<file path="src/rtl/cordic_pkg.sv">
// Shared constants and FSM state encoding for the CORDIC batch issuer and
// the surrounding accelerator glue.
package cordic_pkg;

  localparam int CORDIC_DATA_W  = 32;
  localparam int CORDIC_COUNT_W = 16;
  // Matches the enabled-cycle latency of cordic_pipeline.
  localparam int CORDIC_LATENCY = 16;

  typedef logic [1:0] state_t;

  localparam state_t ST_IDLE  = 2'd0;
  localparam state_t ST_ISSUE = 2'd1;
  localparam state_t ST_DRAIN = 2'd2;
  localparam state_t ST_DONE  = 2'd3;

endpackage

</file>
<file path="src/rtl/cordic_token_delay.sv">
// One-bit token delay line that mirrors the occupancy of the CORDIC pipeline.
// A token entering here emerges DEPTH enabled cycles later, exactly when the
// matching result is present on ci_result.
module cordic_token_delay
  import cordic_pkg::*;
#(
  parameter int DEPTH = CORDIC_LATENCY
) (
  input  logic clock,
  input  logic reset,
  input  logic enable,
  input  logic token_in,
  output logic token_out
);

  logic [DEPTH-1:0] tok;

  // Shift the occupancy tokens only on enabled cycles so they stay aligned with the stalled pipeline.
  always_ff @(posedge clock or negedge reset) begin
    if (!reset) begin
      tok <= '0;
    end else if (enable) begin
      tok <= (tok << 1) | DEPTH'(token_in);
    end
  end

  assign token_out = tok[DEPTH-1];

endmodule

</file>
<file path="src/rtl/cordic_batch_issuer.sv">
// Initiator for the cordic_pipeline custom instruction. Accepts a batch of
// operands on a valid/ready stream, issues at most one per cycle, and returns
// results in order on a valid/ready stream. Output backpressure freezes the
// whole pipeline through ci_clk_en so nothing in flight is ever lost.
module cordic_batch_issuer
  import cordic_pkg::*;
#(
  parameter int LATENCY = CORDIC_LATENCY,
  parameter int DATA_W  = CORDIC_DATA_W,
  parameter int COUNT_W = CORDIC_COUNT_W
) (
  input  logic               clock,
  input  logic               reset,
  input  logic               start,
  input  logic [COUNT_W-1:0] count,
  output logic               busy,
  output logic               done,
  input  logic               in_valid,
  input  logic [DATA_W-1:0]  in_data,
  output logic               in_ready,
  output logic               out_valid,
  output logic [DATA_W-1:0]  out_data,
  input  logic               out_ready,
  output logic               ci_aclr,
  output logic               ci_clk_en,
  output logic [DATA_W-1:0]  ci_dataa,
  input  logic [DATA_W-1:0]  ci_result
);

  state_t             state;
  logic [COUNT_W-1:0] batch_len;
  logic [COUNT_W-1:0] issued;
  logic [COUNT_W-1:0] delivered;
  logic               in_fire;
  logic               out_fire;
  logic               tok_out;

  // The pipeline clears whenever this block is in reset, so an aborted batch leaves nothing behind.
  assign ci_aclr   = ~reset;
  // A held, unaccepted result stalls everything upstream of the output register.
  assign ci_clk_en = ~out_valid | out_ready;
  assign in_ready  = (state == ST_ISSUE) & ci_clk_en & (issued < batch_len);
  assign in_fire   = in_valid & in_ready;
  assign out_fire  = out_valid & out_ready;
  assign busy      = (state != ST_IDLE);
  assign done      = (state == ST_DONE);

  cordic_token_delay #(
    .DEPTH(LATENCY)
  ) u_token_delay (
    .clock    (clock),
    .reset    (reset),
    .enable   (ci_clk_en),
    .token_in (in_fire),
    .token_out(tok_out)
  );

  // Batch sequencing: latch the length on start, count issues and deliveries, pulse done once.
  always_ff @(posedge clock or negedge reset) begin
    if (!reset) begin
      state     <= ST_IDLE;
      batch_len <= '0;
      issued    <= '0;
      delivered <= '0;
    end else if (ci_clk_en) begin
      if (in_fire) begin
        issued <= issued + 1'b1;
      end
      if (out_fire) begin
        delivered <= delivered + 1'b1;
      end
      case (state)
        ST_IDLE: begin
          if (start) begin
            batch_len <= count;
            state     <= (count == '0) ? ST_DONE : ST_ISSUE;
          end
        end
        ST_ISSUE: begin
          if (issued == batch_len) begin
            state <= ST_DRAIN;
          end
        end
        ST_DRAIN: begin
          if (out_fire && (delivered + 1'b1 == batch_len)) begin
            state <= ST_DONE;
          end
        end
        default: begin
          issued    <= '0;
          delivered <= '0;
          state     <= ST_IDLE;
        end
      endcase
    end
  end

  // Operand register feeding the pipeline and the result register that the sink drains.
  always_ff @(posedge clock or negedge reset) begin
    if (!reset) begin
      ci_dataa  <= '0;
      out_valid <= 1'b0;
      out_data  <= '0;
    end else if (ci_clk_en) begin
      if (in_fire) begin
        ci_dataa <= in_data;
      end
      if (tok_out) begin
        out_data  <= ci_result;
        out_valid <= 1'b1;
      end else begin
        out_valid <= 1'b0;
      end
    end
  end

endmodule
</file>
<file path="config.mk">
export PLATFORM = sky130hd
export DESIGN_NAME = cordic_batch_issuer
export DESIGN_NICKNAME = d
export VERILOG_FILES = /design/src/rtl/cordic_pkg.sv /design/src/rtl/cordic_token_delay.sv /design/src/rtl/cordic_batch_issuer.sv
export SDC_FILE = /design/constraint.sdc
export NUM_CORES = 1
export LEC_CHECK = 0
export ABC_AREA = 1
export CAP_MARGIN = 40
export CORE_ASPECT_RATIO = 0.75
export CORE_UTILIZATION = 50
export CTS_CLUSTER_SIZE = 40
export DETAILED_ROUTE_END_ITERATION = 12
export GPL_ROUTABILITY_DRIVEN = 1
export PLACE_DENSITY = 0.8
export SKIP_LAST_GASP = 1
export SLEW_MARGIN = 15
export SYNTH_ARGS = -nofsm -noshare
export SYNTH_HDL_FRONTEND = slang
export SYNTH_SLANG_ARGS = --single-unit
</file>
<file path="constraint.sdc">
create_clock -name clock -period 2.25 [get_ports clock]
set_input_delay 0.225 -clock clock [delete_from_list [all_inputs] [get_ports clock]]
set_output_delay 0.225 -clock clock [all_outputs]
set_load 0.01 [all_outputs]
</file>
==> run_results.csv, run 1 <==
group,metric,value,unit
status,status,"complete, but fails checks",
status,violations,"setup timing",
critical_path,crit_type,"reg -> out",
critical_path,start_kind,"flip-flop",
hold_path,holdPathEnd,"ci_dataa[12]",
cts,insertion_delay,410,ps
logic_synthesis,syn-mean-instance-area,8.71,um2
placed_design,io_buffers,154,
cells_and_area,nets,1042,
critical_path,reg2reg_slack,100,ps
logic_synthesis,synthCells,749,
critical_path,r2r-end,"issued[3]",
logic_synthesis,netlist_area,6520,um2
global_routing,track_usage,0.257,
placed_design,dp_hpwl,11800,um
detailed_routing,dr.pass1.iters,5,
die,ios,155,
cells_and_area,multi_input_area,2870,um2
sta,post-route-min-period,2270,ps
cts,cts_buffer_depth,2,
critical_path,cp.arrival,2050,ps
global_routing,grt_pass1_wl,26700,um
critical_path,crit_chain,"inv_1, ha_4, nand4_1, nor2_1, nand2_1, and2_1, buf_2",
job,maxCapViolCount,0,
die,die_h,101,um
global_routing,antenna_found_initial,0,
global_routing,grt_pass1_vias,5399,
global_routing,grt_max_degree,132,
cts,root_buffer,"clkbuf_16",
cells_and_area,diodes,0,
sta,fin_ws,-21.8,ps
cells_and_area,syn_to_final_growth,40.4,%
logic_synthesis,synth_edf_count,0,
detailed_routing,ant_nets,0,
placed_design,gp_congestion,0.962,
hold_path,min_path_cells,3,
logic_synthesis,ys_seq_area_frac,0.503,
cells_and_area,seq_area,3280,um2
detailed_routing,via_per_inst,5.17,
hold_path,hp-start,"in_data[12]",
sta,hold_violations,0,
cells_and_area,fillerInstances,925,
detailed_routing,drt_iter0_markers,477,
logic_synthesis,synth_seq_cells,131,
logic_synthesis,synth_cell_type_count,37,
power_and_ir_drop,ir_drop,0.749,mV
sta,slew_viol_final,0,
critical_path,cp.required,2030,ps
detailed_routing,wl,17000,um
detailed_routing,post-route-drc-count,0,
sta,slew_headroom,0.515,
logic_synthesis,async_flop_share,1.00,
power_and_ir_drop,power_density,1210,nW/um2
cells_and_area,final_cells,1114,
die,start_util,0.523,
cts,numClockSinks,131,
critical_path,r2r_start,"batch_len[9]",
sta,skew,8.21,ps
global_routing,grt.overflow.total,0,
critical_path,path_max_fanout,3,
sta,fin_hold_ws,348,ps
sta,fmax,440,MHz
cts,htreeDepth,4,
detailed_routing,routedWlPerCell,15.2,um
critical_path,slowest_delay,350,ps
critical_path,worst_r2r_path_depth,11,
cells_and_area,drive_above_1_share,0.145,
logic_synthesis,ys.flop_type,"dfrtp_1",
critical_path,slowest_stage,"dfrtp_1",
sta,worstMarginPinSlew,727,ps
placed_design,dp.cells,1074,
detailed_routing,via_count,5761,
critical_path,crit_path_end_kind,"output port",
die,die_area,13500,um2
hold_path,hold_path_class,"in -> reg",
critical_path,cp_top_family,"simple AND/OR/NAND/NOR gates",
sta,period_share,1.01,
die,die_w,134,um
logic_synthesis,synth_nets,856,
critical_path,cp_num_buf_inv,2,
logic_synthesis,yosys_warnings,0,
cells_and_area,utilization,0.734,
cts,clk_pin_slew_worst_paths,70,ps
cts,numCtsBuffers,17,
cts,cts_tree,"yes",
sta,setup_violations,1,
power_and_ir_drop,p_leak,4.29,nW
sta,rsz0062_at_grt,"yes",
die,core_area,12500,um2
die,num_rows,35,
power_and_ir_drop,power.total,11.0,mW
per-stage QoR:
stage / worst slack [ps] / cell area, um2 / TNS, ps
floorplan: 352 / 6520 / 0
global placement: 1.84 / 8430 / 0
detailed placement: -31.3 / 8430 / -31.3
CTS: 15.2 / 9060 / 0
global route: -151 / 9160 / -1580
finish: -21.8 / 9160 / -21.8
cell usage in the layout (no fill, tap or decap), types with 2 or more instances in the layout:
cell / n
mux2_2: 33
nor2_1: 58
a21oi_1: 29
nand2_2: 3
buf_4: 30
nor2_4: 2
inv_8: 2
ha_4: 3
nor2_2: 7
clkdlybuf4s50_1: 152
dfrtp_1: 130
nor3_1: 8
clkinv_4: 3
nand3_2: 4
o22ai_1: 8
o21ai_0: 30
inv_1: 91
nand4_1: 14
xnor2_1: 6
nor4_1: 5
o21ai_1: 23
nand3_1: 56
a21oi_2: 3
ha_1: 18
nand2_4: 2
buf_12: 4
inv_6: 7
xor2_1: 12
nand2_1: 163
inv_2: 4
clkbuf_16: 18
synthesized netlist by cell type, drive strengths merged (6+ instances only):
master	n	area, um2
xnor2	6	52.6
dfrtp	131	3280
mux2	33	372
o22ai	8	50.1
buf	14	73.8
o21ai	54	274
nand2	168	648
clkbuf	9	33.8
inv	95	357
nor3	8	40.0
a21oi	32	160
nand4	14	87.6
ha	22	275
nor4	6	43.8
xor2	12	105
nor2	67	277
nand3	61	315
sequential cells by signal (all words and copies together) (netlist names):
register and count:
delivered 16, u_token_delay.tok 16, issued 16, batch_len 16, ci_dataa 32, out_data 32
out_valid 1, state 2
where the power goes:
group / leakage, nW / internal (mW) / total [mW] / switching [mW]
Combinational: 2.40 / 2.37 / 4.62 / 2.25
Sequential: 1.62 / 3.28 / 3.78 / 0.506
Clock: 0.277 / 1.46 / 2.64 / 1.18
worst max-delay path by stage:
stage | endpoint | from | cells after the start
detailed placement | in_ready | batch_len[15] | 7
global route | in_ready | batch_len[9] | 8
global placement | in_ready | batch_len[15] | 7
finish | in_ready | batch_len[15] | 7
floorplan | ci_dataa[0] | batch_len[15] | 10
CTS | in_ready | batch_len[3] | 9
layer usage:
metal	share of wire	routed length [um]	vias to the layer above	global-route usage
met3	0.083	1400	19	0.0664
met4	0.0098	166	0	0.0691
met5	0	0	-	0
li1	-	-	2822	-
met1	0.45	7660	2724	0.366
met2	0.46	7750	196	0.388
worst min-delay path, stage by stage:
cell	delay (ps)
clkdlybuf4s50_1	390
inv_1	50
o21ai_1	60
layout make-up:
| cell class | instances | area share |
|---|---|---|
| Sequential cell | 131 | 0.358 |
| Multi-Input combinational cell | 500 | 0.314 |
| Clock inverter | 15 | 0.0152 |
| Timing Repair Buffer | 190 | 0.205 |
| Tap cell | 166 | 0.0227 |
| Inverter | 95 | 0.0389 |
| Clock buffer | 17 | 0.0465 |
logic make-up after synthesis:
kind of cell	Yosys count	synth area share
and+or+nand+nor	329	0.222
DFF	131	0.503
buffers and inverters	118	0.0712
AOI/OAI and AO/OA	97	0.0777
muxes	33	0.0570
adders and majority gates	22	0.0422
xor gates and xnor gates	19	0.0276
repair_timing:
action / CTS / global route
gates cloned: 0 / 1
hold buffers: 1 / 0
setup buffers: 5 / 1
setup endpoints to repair: 1 / 41
gates resized for setup: 8 / 15
pin swaps: 2 / 9
endpoints found under the hold margin: 124 / 0
Power figures use the tool's default switching activity.
==> inputs of run 2 (changes only) <==
- CORE_UTILIZATION: 50 -> 45
- PLACE_DENSITY: 0.8 -> 0.76
- clock period: 2.25 -> 2 ns (I/O delays scaled with it)
==> run 2 against run 1 <==
  * The run still ends with setup timing left
  * Power up 28%
  * Critical path depth up 1
  * Clock power up 23%
  * First-iteration DRC count up 19%
  * Clock skew up 9.0 ps
  * Global-route usage up 0.24 points
  * Via count up 8.8%
  * Sequential power up 16%
  * Flip-flop and latch count unchanged
  * Design area up 12%
  * Largest cell class is now multi-input gates
==> run_results.csv, run 2 (synthesis results as in run 1) <==
group,metric,value,unit
status,status,"complete, but fails checks",
status,violations,"setup timing",
cts,numClockSinks,131,
sta,post-route-min-period,2190,ps
power_and_ir_drop,power_switching,5.03,mW
critical_path,cp_num_buf_inv,2,
cts,cts_buffer_depth,2,
power_and_ir_drop,p_int,9.06,mW
sta,fmax,456,MHz
sta,worstMarginPinSlew,721,ps
power_and_ir_drop,combPwrFrac,0.458,
cells_and_area,final_cells,1195,
cells_and_area,fillerInstances,937,
die,die_area,15000,um2
critical_path,cp_top_family,"flip-flops",
global_routing,grt.overflow.total,0,
sta,slew_headroom,0.519,
cells_and_area,diodes,0,
die,die_w,141,um
sta,slew_viol_final,0,
critical_path,worst_r2r_path_depth,10,
power_and_ir_drop,p_leak,4.74,nW
detailed_routing,via_count,6269,
detailed_routing,drt_iter0_markers,570,
power_and_ir_drop,p_seq_frac,0.312,
cts,htreeDepth,4,
critical_path,crit_type,"reg -> out",
power_and_ir_drop,pwr-share-clk,0.230,
cts,root_buffer,"clkbuf_16",
sta,setup_violations,48,
cells_and_area,nets,1094,
cts,insertion_delay,430,ps
critical_path,slowest_delay,390,ps
hold_path,hp-start,"in_data[20]",
critical_path,cp.required,1800,ps
sta,fin_hold_ws,315,ps
critical_path,crit_chain,"ha_1, inv_2, o31ai_4, nand2_1, o211ai_1, nand2_1, and2_4, buf_6",
die,die_h,106,um
critical_path,r2r_start,"issued[14]",
critical_path,path_max_fanout,2,
critical_path,reg2reg_slack,-180,ps
critical_path,r2r-end,"ci_dataa[23]",
sta,period_share,1.10,
cells_and_area,drive_above_1_share,0.274,
detailed_routing,ant_nets,0,
detailed_routing,routedWlPerCell,17.1,um
critical_path,slowest_stage,"dfrtp_1",
global_routing,grt_pass1_vias,5958,
sta,rsz0062_at_grt,"yes",
power_and_ir_drop,ir_drop,0.890,mV
hold_path,holdPathEnd,"ci_dataa[20]",
cells_and_area,largest_registers,"ci_dataa: 32 flops, out_data: 32 flops",
placed_design,dp_hpwl,12200,um
placed_design,dp.cells,1141,
global_routing,grt_pass1_wl,29800,um
placed_design,io_buffers,154,
power_and_ir_drop,power_density,1380,nW/um2
cells_and_area,syn_to_final_growth,57.0,%
critical_path,cpMostUsedCell,"nand2_1",
sta,skew,17.2,ps
critical_path,cp.arrival,1990,ps
job,maxCapViolCount,0,
sta,hold_violations,0,
power_and_ir_drop,p_sw_frac,0.357,
placed_design,gp_congestion,0.914,
sta,fin_ws,-193,ps
die,ios,155,
critical_path,start_kind,"flip-flop",
detailed_routing,via_per_inst,5.25,
cts,numCtsBuffers,17,
cells_and_area,utilization,0.735,
cells_and_area,mostFrequentLayoutCells,"clkdlybuf4s50_1, dfrtp_1, nand2_1",
global_routing,track_usage,0.259,
global_routing,antenna_found_initial,0,
detailed_routing,wl,20400,um
critical_path,crit_path_end_kind,"output port",
die,num_rows,37,
cells_and_area,layout.cells.most_common,"clkdlybuf4s50_1",
cts,cts_tree,"yes",
hold_path,min_path_cells,3,
critical_path,critical_path.startpoint,"issued[2]",
global_routing,grt_max_degree,132,
cts,clk_pin_slew_worst_paths,60,ps
hold_path,hold_path_class,"in -> reg",
detailed_routing,dr.pass1.iters,5,
die,core_area,13900,um2
detailed_routing,post-route-drc-count,0,
die,start_util,0.468,
run 2: through the flow:
stage               total power [mW]  TNS (ps)  instance area (um2)  worst slack, ps
floorplan                       6.84         0                 6520              102
global placement                9.45     -4290                 8760             -229
detailed placement              9.60     -7370                 8760             -255
CTS                             13.3     -6000                 9750             -188
global route                    14.8    -10420                10200             -282
finish                          14.1     -5050                10200             -193
run 2: worst max path at each step:
stage / slack [ps] / endpoint / cells past startpoint
after floorplan: 100 / ci_dataa[0] / 10
after global placement: -230 / in_ready / 7
after detailed placement: -260 / in_ready / 7
after CTS: -190 / in_ready / 8
after global routing: -280 / issued[1] / 10
final: -190 / in_ready / 8
run 2: power by group through the flow:
stage | combinational [mW] | clock, mW | sequential [mW]
3_3_place_gp | 5.24 | 0 | 4.21
2_1_floorplan | 2.30 | 0 | 4.55
5_1_grt | 6.93 | 3.41 | 4.49
6_report | 6.45 | 3.24 | 4.40
3_5_place_dp | 5.35 | 0 | 4.25
4_1_cts | 5.84 | 3.26 | 4.24
run 2: layout make-up:
| class | count | area (um2) | area share |
|---|---|---|---|
| Multi-Input combinational cell | 501 | 3310 | 0.323 |
| Sequential cell | 131 | 3280 | 0.320 |
| Timing Repair Buffer | 241 | 2440 | 0.239 |
| Clock buffer | 18 | 429 | 0.0419 |
| Inverter | 95 | 359 | 0.0351 |
| Tap cell | 195 | 244 | 0.0238 |
| Clock inverter | 14 | 176 | 0.0172 |
run 2: timing repair:
item,4_1_cts,5_1_grt
gates cloned,4,6
setup buffers,10,3
hold buffers,1,0
resized for setup,52,106
endpoints found under the hold margin,131,0
pin swaps,23,24
endpoints found under the setup margin,54,53
run 2: worst reg2reg max path: cells and delay by family, from the launching register on:
family	cells	cell delay (ps)
and+or+nand+nor	5	740
buffers and inverters	3	540
adders and majority gates	1	270
DFF	1	420
AOI/OAI and AO/OA	1	90
run 2: routing by layer:
layer | GRT usage | vias to the layer above | routed length, um
met1 | 0.344 | 3012 | 8500
met4 | 0.0877 | 0 | 607
met3 | 0.0689 | 53 | 1330
met2 | 0.412 | 272 | 10000
met5 | 0 | - | 0
li1 | - | 2932 | -
